==> config.mk <==
export PLATFORM = sky130hd
export DESIGN_NAME = priority_grant_arbiter
export DESIGN_NICKNAME = d
export VERILOG_FILES = /design/src/rtl/priority_grant_arbiter.sv
export SDC_FILE = /design/constraint.sdc
export NUM_CORES = 1
export LEC_CHECK = 0
export ABC_AREA = 1
export ABC_CLOCK_PERIOD_IN_PS = 3140
export CORE_ASPECT_RATIO = 0.6
export CORE_MARGIN = 1.5
export CORE_UTILIZATION = 40
export DETAILED_ROUTE_END_ITERATION = 6
export SLEW_MARGIN = 10
export SYNTH_ARGS = -nofsm -noshare
export SYNTH_HDL_FRONTEND = slang
export SYNTH_SLANG_ARGS = --single-unit
==> constraint.sdc <==
create_clock -name clk -period 3.14 [get_ports clk]
set_input_delay 0.942 -clock clk [delete_from_list [all_inputs] [get_ports clk]]
set_output_delay 0.942 -clock clk [all_outputs]
set_load 0.05 [all_outputs]
==> src/rtl/priority_grant_arbiter.sv <==
// rtl/priority_grant_arbiter.sv - registered N-way arbiter, fixed or round-robin priority
// Grants one requester at a time with ack release, a hold-time limit and a rotating pointer.
module priority_grant_arbiter #(
    parameter int  N        = 8,
    parameter int  MAX_HOLD = 16,
    localparam int W        = $clog2(N)
) (
    input  logic         clk,
    input  logic         reset,
    input  logic [N-1:0] req,
    input  logic         mode,
    input  logic         ack,
    output logic         gnt_valid,
    output logic [W-1:0] gnt_idx,
    output logic [N-1:0] gnt_onehot,
    output logic         timeout
);

    localparam int HW = (MAX_HOLD < 2) ? 1 : $clog2(MAX_HOLD + 1);

    typedef enum logic {IDLE, GRANT} state_t;

    state_t          state_q, state_d;
    logic            gnt_valid_q, gnt_valid_d;
    logic [W-1:0]    gnt_idx_q, gnt_idx_d;
    logic [N-1:0]    gnt_onehot_q, gnt_onehot_d;
    logic            timeout_q, timeout_d;
    logic [W-1:0]    ptr_q, ptr_d;
    logic [HW-1:0]   hold_cnt_q, hold_cnt_d;
    logic            rr_q, rr_d;

    logic [W-1:0]    win_fixed;
    logic [W-1:0]    win_rr;
    logic [W-1:0]    win_sel;
    logic            rr_found;
    int              rr_j;
    logic            owner_req;
    logic            at_limit;

    // Fixed: last set bit seen wins (highest index). Round-robin: first set bit from ptr upward.
    always_comb begin
        win_fixed = '0;
        for (int i = 0; i < N; i++) begin
            if (req[i]) win_fixed = W'(i);
        end
        win_rr   = '0;
        rr_found = 1'b0;
        rr_j     = 0;
        for (int k = 0; k < N; k++) begin
            rr_j = int'(ptr_q) + k;
            if (rr_j >= N) rr_j = rr_j - N;
            if (!rr_found && req[W'(rr_j)]) begin
                win_rr   = W'(rr_j);
                rr_found = 1'b1;
            end
        end
        win_sel = mode ? win_rr : win_fixed;
    end

    assign owner_req = |(req & gnt_onehot_q);
    assign at_limit  = (MAX_HOLD != 0) && (hold_cnt_q == HW'(MAX_HOLD));

    always_comb begin
        state_d      = state_q;
        gnt_valid_d  = gnt_valid_q;
        gnt_idx_d    = gnt_idx_q;
        gnt_onehot_d = gnt_onehot_q;
        timeout_d    = 1'b0;
        ptr_d        = ptr_q;
        hold_cnt_d   = hold_cnt_q;
        rr_d         = rr_q;
        case (state_q)
            IDLE: begin
                if (|req) begin
                    state_d      = GRANT;
                    gnt_valid_d  = 1'b1;
                    gnt_idx_d    = win_sel;
                    gnt_onehot_d = N'(1) << win_sel;
                    hold_cnt_d   = HW'(1);
                    rr_d         = mode;
                end
            end
            GRANT: begin
                if (ack || !owner_req || at_limit) begin
                    state_d      = IDLE;
                    gnt_valid_d  = 1'b0;
                    gnt_idx_d    = '0;
                    gnt_onehot_d = '0;
                    hold_cnt_d   = '0;
                    // Only a pure hold-limit release counts as a timeout.
                    timeout_d    = at_limit && !ack && owner_req;
                    if (rr_q) begin
                        ptr_d = (gnt_idx_q == W'(N - 1)) ? '0 : gnt_idx_q + W'(1);
                    end
                end else begin
                    hold_cnt_d = hold_cnt_q + HW'(1);
                end
            end
            default: state_d = IDLE;
        endcase
    end

    always_ff @(posedge clk) begin
        if (reset) begin
            state_q      <= IDLE;
            gnt_valid_q  <= 1'b0;
            gnt_idx_q    <= '0;
            gnt_onehot_q <= '0;
            timeout_q    <= 1'b0;
            ptr_q        <= '0;
            hold_cnt_q   <= '0;
            rr_q         <= 1'b0;
        end else begin
            state_q      <= state_d;
            gnt_valid_q  <= gnt_valid_d;
            gnt_idx_q    <= gnt_idx_d;
            gnt_onehot_q <= gnt_onehot_d;
            timeout_q    <= timeout_d;
            ptr_q        <= ptr_d;
            hold_cnt_q   <= hold_cnt_d;
            rr_q         <= rr_d;
        end
    end

    assign gnt_valid  = gnt_valid_q;
    assign gnt_idx    = gnt_idx_q;
    assign gnt_onehot = gnt_onehot_q;
    assign timeout    = timeout_q;

endmodule
==> results of run 1 <==
==> per-stage QoR <==
| step | util (%) | setup WS, ns | power [W] |
|---|---|---|---|
| after floorplan | - | 0.6007 | 0.0006397 |
| after global placement | 51.77 | -0.05481 | 0.0007782 |
| after detailed placement | 51.77 | -0.08128 | 0.0007771 |
| after CTS | 52.74 | 0.1901 | 0.0009667 |
| after global routing | 53.11 | 0.01459 | 0.001038 |
| final | 53.11 | 0.2020 | 0.0009651 |
==> state kept, by name, indices dropped and copies added (netlist names) <==
name	count
gnt_onehot	8
hold_cnt_q	5
gnt_idx	3
ptr_q	3
gnt_valid	1
rr_q	1
state_q	1
timeout	1
==> tightest hold or removal path, cell delays in order, from the launching register on <==
cell	delay, ns
dfxtp_1	0.31
nand2_1	0.06
a21oi_1	0.05
==> per-layer routing <==
metal	up-vias	share of wire, %	track usage [%]	routed length (um)
met4	0	0.39	2.559	21
met1	899	60	37.35	3231
met3	4	5.8	4.800	311
met5	-	0	0	0
li1	1068	-	-	-
met2	54	34	27.23	1827
==> power breakdown <==
group	switching [W]	leakage [nW]	internal [W]
Sequential	0.0000175	0.188	0.000308
Combinational	0.000291	0.945	0.000160
Clock	0.0000968	0.0228	0.0000907
==> synthesized netlist by cell type, drive strengths merged <==
master,instances,share of area [%]
nand2,92,20
xor2,1,0.82
a211oi,4,1.5
nand4,6,2.7
xnor2,5,2.2
nor2,46,10
a21oi,15,4.0
a22oi,3,1.1
nor4,2,0.63
o21bai,1,0.38
a21o,1,0.38
dfxtp,23,23
inv,35,6.6
buf,4,1.8
a31oi,2,1.4
ha,6,3.8
a221oi,2,0.89
nand3,41,14
clkbuf,2,0.38
nor3,2,0.51
o21ai,5,1.5
a22o,1,0.44
clkinv,5,1.0
==> path summary, 6_finish.rpt <==
check,cells after the start,endpoint,start,slack (ns)
max,16,gnt_onehot[4],req[5],0.20
min,2,gnt_valid,gnt_valid,0.47
max reg2reg,17,gnt_onehot[4],ptr_q[0],0.41
min reg2reg,2,gnt_valid,gnt_valid,0.47
==> logic make-up (layout without fill, tap and decap cells) <==
| family | Yosys count | after routing | share of synthesized area (%) |
|---|---|---|---|
| and+or+nand+nor | 189 | 189 | 48.51 |
| buffers and inverters | 46 | 89 | 9.804 |
| xor gates and xnor gates | 6 | 6 | 3.036 |
| DFF | 23 | 23 | 23.28 |
| AOI/OAI and AO/OA | 34 | 34 | 11.58 |
| adders and majority gates | 6 | 6 | 3.795 |
==> placed cells by master, fill, tap and decap left out, types with 2 or more instances in the layout <==
master	synthesis	final
a22oi_1	3	3
nand4_1	5	5
nand3_2	13	13
o21ai_1	2	2
o21ai_0	2	2
a221oi_1	2	2
nand2_4	4	4
clkdlybuf4s50_1	0	19
buf_4	1	21
inv_2	5	5
nand2_1	77	75
nor2_1	43	43
clkinv_1	4	4
dlymetal6s2s_1	0	5
clkbuf_8	0	3
a211oi_1	4	4
dfxtp_1	23	23
inv_1	30	30
nor3_1	2	2
nand2_2	11	13
nand3_1	27	27
ha_1	6	6
xnor2_1	5	5
a21oi_1	14	14
nor4_1	2	2
==> cell type report <==
type                    instances  area share [%]
inverters                      40           6.117
multi-input cells             235           53.69
flip-flops and latches         23           18.60
repair buffers                 45           16.58
well taps                      63           3.185
clock buffers                   4           1.820
==> impl_metrics.ini, run 1 <==
[sta]
timing_max_transition_violations_final = 0
rsz0062_at_grt = false
hold-worst-slack_ns = 0.4679
worst-slew-pin-transition_ns = 0.4997
max-slew-margin-rel_pct = 66.58
min_period_over_period_pct = 93.57
timing_hold_violations_final = 0
post-route-min-period_ns = 2.938
final-setup-viol-count = 0
achievable-frequency_mhz = 340.4
timing.setup.tns_ns = 0
finalClockSkew_ns = 0.007813

[drt]
post_drt_wl_per_cell_um = 13.15
final_antenna_net_count = 0
detail_route.drc_violations = 0
routed-via-count = 2025
vias_per_cell = 4.939
totalWireLength_um = 5391
detailedRoute.firstPassIterationCount = 4
detail_route.iter0.violations = 141

[synth]
netlist_area_um2 = 1978
yosys_register_bits = 23
postSynthNetCount = 322
synthesis.area_per_instance_um2 = 6.507
seq_area_frac_synth_pct = 23.28
synth_cell_types = 39
postSynthCellCount = 304
yosysWarnings = 0

[critical_path]
worstSetupEndpointType = flip-flop
cp_data_arrival_time_ns = 3.15
worst_path_dominant_cell_family = simple AND/OR/NAND/NOR gates
cp_slowest_stage_delay_ns = 0.51
start_kind = input pin
critical_path_buf_inv_count = 3
crit_required_ns = 3.35
path_max_fanout = 5
criticalPathCategory = input pin to flip-flop
timing.critical_path.slowest_stage_cell = clkdlybuf4s50_1
crit_path_cell_trace = clkdlybuf4s50_1, nand2_2, nand3_1, nand2_1, nor2_1, a31oi_4, inv_2, nor2_4, nand2_4, o21ai_2, inv_1, nand2_1, nand2_2, nor2_1, nand3_1, a21oi_2

[floorplanning]
design.die.area_um2 = 5390
coreArea_um2 = 4659
ios = 25
initial_core_util_pct = 42.45
rows = 19
die_h_um = 57.47
die_width_um = 93.79

[layout]
stdcell_area_um2 = 2475
antenna_cells = 0
layout.filler_cells = 501
fin_cells = 410
fin_nets = 366
area_delta_synth_final_pct = 25.11
area_taken_by_multi_input_logic_gates_um2 = 1329
layout-drive-gt1-share_pct = 19.88
seq_area_um2 = 460.4

[clock_network]
clock_tree.htree_level_count = 1
postCtsResizedCells = 0
clock_latency_at_the_later_pin_of_the_worst_skew_pair_ns = 0.27
cts_sinks = 23
cts_post_setup_buffers_inserted = 0
postCtsHoldBufs = 0
clock_tree.root_cell = clkbuf_8
tritoncts.num_buffers = 3
cts.clk_slew.worst_paths_ns = 0.08
clock_buffer_depth = 2
cts_tree = yes

[pwr]
leakagePower_nw = 1.156
ir_worst_vdd_uv = 166.7
power.density_cell_area_nw_per_um2 = 390.0

[worst_hold_path]
holdCritPathClass = flip-flop to flip-flop

[global_routing]
largest_net_degree_at_the_start_of_global_routing = 14
initial_antenna_violation_count = 0
vias_in_the_first_global_route = 1805
overflow = 0
track_usage_pct = 21.90
grt_pass1_wl_um = 9052

[placement]
placedCellCount = 406
globalplace.congestion = 0.9658
dp_wirelength_um = 4431
post_dp_cell_area_um2 = 2412
numPortBuffers = 24

[outcome]
outcome = finished clean

[run]
maxCapViolations = 0
No activity file was read; power rests on OpenSTA's default activity.
==> inputs of run 2 (changes only) <==
--- a/config.mk
+++ b/config.mk
@@ -10,6 +10,7 @@
 export CORE_ASPECT_RATIO = 0.6
 export CORE_MARGIN = 1.5
 export CORE_UTILIZATION = 40
+export CTS_CLUSTER_SIZE = 10
 export DETAILED_ROUTE_END_ITERATION = 6
 export SLEW_MARGIN = 10
 export SYNTH_ARGS = -nofsm -noshare
==> results of run 2 <==
No change in the layout: final DEF, timing and power equal those of run 1.
==> inputs of run 3 (changes only) <==
--- a/config.mk
+++ b/config.mk
@@ -10,6 +10,7 @@
 export CORE_ASPECT_RATIO = 0.6
 export CORE_MARGIN = 1.5
 export CORE_UTILIZATION = 40
+export CTS_BUF_LIST = sky130_fd_sc_hd__clkbuf_8
 export CTS_CLUSTER_SIZE = 10
 export DETAILED_ROUTE_END_ITERATION = 6
 export SLEW_MARGIN = 10
==> impl_metrics.ini, run 3 (synthesis results as in run 1) <==
[outcome]
outcome = finished clean

[sta]
timing_max_transition_violations_final = 0
timing_hold_violations_final = 0
max-slew-margin-rel_pct = 66.58
achievable-frequency_mhz = 340.2
min_period_over_period_pct = 93.61
rsz0062_at_grt = false
worst-slew-pin-transition_ns = 0.4997
finalClockSkew_ns = 0.006736
timing.setup.tns_ns = 0
final-setup-viol-count = 0
post-route-min-period_ns = 2.939

[pwr]
share_seq_of_total_power_pct = 33.9
leakagePower_nw = 1.160
sw_frac_of_total_pct = 42.15
comb_power_share_pct = 47.0
switchingPower_w = 0.0004052
power.clock.fraction_pct = 19.1
p_int_w = 0.0005561
power.density_cell_area_nw_per_um2 = 388.4
ir_worst_vdd_uv = 165.4

[drt]
detail_route.iter0.violations = 141
detail_route.drc_violations = 0
totalWireLength_um = 5393
routed-via-count = 2018
vias_per_cell = 4.922
post_drt_wl_per_cell_um = 13.15
detailedRoute.firstPassIterationCount = 4
final_antenna_net_count = 0

[clock_network]
clock_latency_at_the_later_pin_of_the_worst_skew_pair_ns = 0.27
cts.clk_slew.worst_paths_ns = 0.08
tritoncts.num_buffers = 3
cts_sinks = 23
cts_tree = yes
clock_tree.root_cell = clkbuf_8
clock_tree.htree_level_count = 1
clock_buffer_depth = 2

[placement]
globalplace.congestion = 0.9658
dp_wirelength_um = 4431
placedCellCount = 406
numPortBuffers = 24

[layout]
antenna_cells = 0
fin_nets = 366
postLayoutCoreUtil_pct = 53.11
area_delta_synth_final_pct = 25.11
layout-drive-gt1-share_pct = 19.88
max_reg_flops = 8
layout_commonest_cell = nand2_1
seq_area_um2 = 460.4
area_taken_by_multi_input_logic_gates_um2 = 1329
commonest_cells_after_routing_fill_and_taps_aside = 75 x nand2_1, 43 x nor2_1, 31 x inv_1
layout.filler_cells = 501
fin_cells = 410

[run]
maxCapViolations = 0

[global_routing]
track_usage_pct = 21.90
grt_pass1_wl_um = 9052
overflow = 0
vias_in_the_first_global_route = 1805
initial_antenna_violation_count = 0
largest_net_degree_at_the_start_of_global_routing = 14

[worst_hold_path]
worst_hold_startpoint = gnt_valid
holdCritPathClass = flip-flop to flip-flop

[floorplanning]
die_h_um = 57.47
design.die.area_um2 = 5390
ios = 25
rows = 19
coreArea_um2 = 4659
initial_core_util_pct = 42.45
die_width_um = 93.79

[critical_path]
start_kind = input pin
worstSetupEndpointType = flip-flop
worst_r2r_startpoint = ptr_q[0]
path_max_fanout = 5
cp_data_arrival_time_ns = 3.15
criticalPathCategory = input pin to flip-flop
crit_path_start = req[5]
crit_required_ns = 3.35
-- run 3: cell types whose count changed in the layout (fill, tap and decap cells not counted), sizes merged --
cell	change
inv	+1
clkbuf	-1
-- run 3: cell type report --
class                      instances  area share (%)
multi-input combinational        235           53.69
clock inverter                     1          0.1517
timing repair buffer              45           16.58
clock buffer                       3           1.668
inverter                          40           6.117
tap                               63           3.185
sequential                        23           18.60
-- run 3: final timing paths --
check / end / slack (ns) / cells past startpoint
max: gnt_onehot[4] / 0.20 / 16
min: gnt_valid / 0.47 / 2
max reg2reg: gnt_onehot[4] / 0.40 / 17
min reg2reg: gnt_valid / 0.47 / 2
-- run 3: power groups by stage --
stage | logic [W] | registers, W | clock network (W)
global placement | 0.000446 | 0.000332 | 0
global route | 0.000499 | 0.000328 | 0.000208
detailed placement | 0.000445 | 0.000332 | 0
finish | 0.000452 | 0.000326 | 0.000184
floorplan | 0.000277 | 0.000362 | 0
CTS | 0.000447 | 0.000326 | 0.000191
-- run 3: stage by stage --
stage | hold slack, ns | setup WS, ns | instance area, um2 | power [W]
2_1_floorplan | 0.4719 | 0.6007 | 1978 | 0.0006397
3_3_place_gp | 0.4540 | -0.05481 | 2412 | 0.0007782
3_5_place_dp | 0.4563 | -0.08128 | 2412 | 0.0007771
4_1_cts | 0.4709 | 0.1904 | 2457 | 0.0009637
5_1_grt | 0.5089 | 0.01506 | 2475 | 0.001035
6_report | 0.4678 | 0.2005 | 2475 | 0.0009613
-- run 3: routing by layer --
layer	GRT usage, %	vias to the layer above	routed length (um)	part of all wire, %
met4	2.559	0	21	0.39
met3	4.800	4	316	5.9
met1	37.35	888	3225	60
met5	0	-	0	0
met2	27.23	57	1830	34
li1	-	1069	-	-
-- run 3: what timing repair did --
item	in CTS	in global routing
endpoints found under the setup margin	0	8
gates resized for setup	0	7
buffers inserted	0	0
hold buffers	0	0
-- run 3: worst max-delay path, cell delays in order --
cell             delay [ns]
clkdlybuf4s50_1        0.51
nand2_2                0.13
nand3_1                0.10
nand2_1                0.10
nor2_1                 0.08
a31oi_4                0.28
inv_2                  0.08
nor2_4                 0.18
nand2_4                0.09
o21ai_2                0.11
inv_1                  0.04
nand2_1                0.08
nand2_2                0.11
nor2_1                 0.12
nand3_1                0.09
a21oi_2                0.12
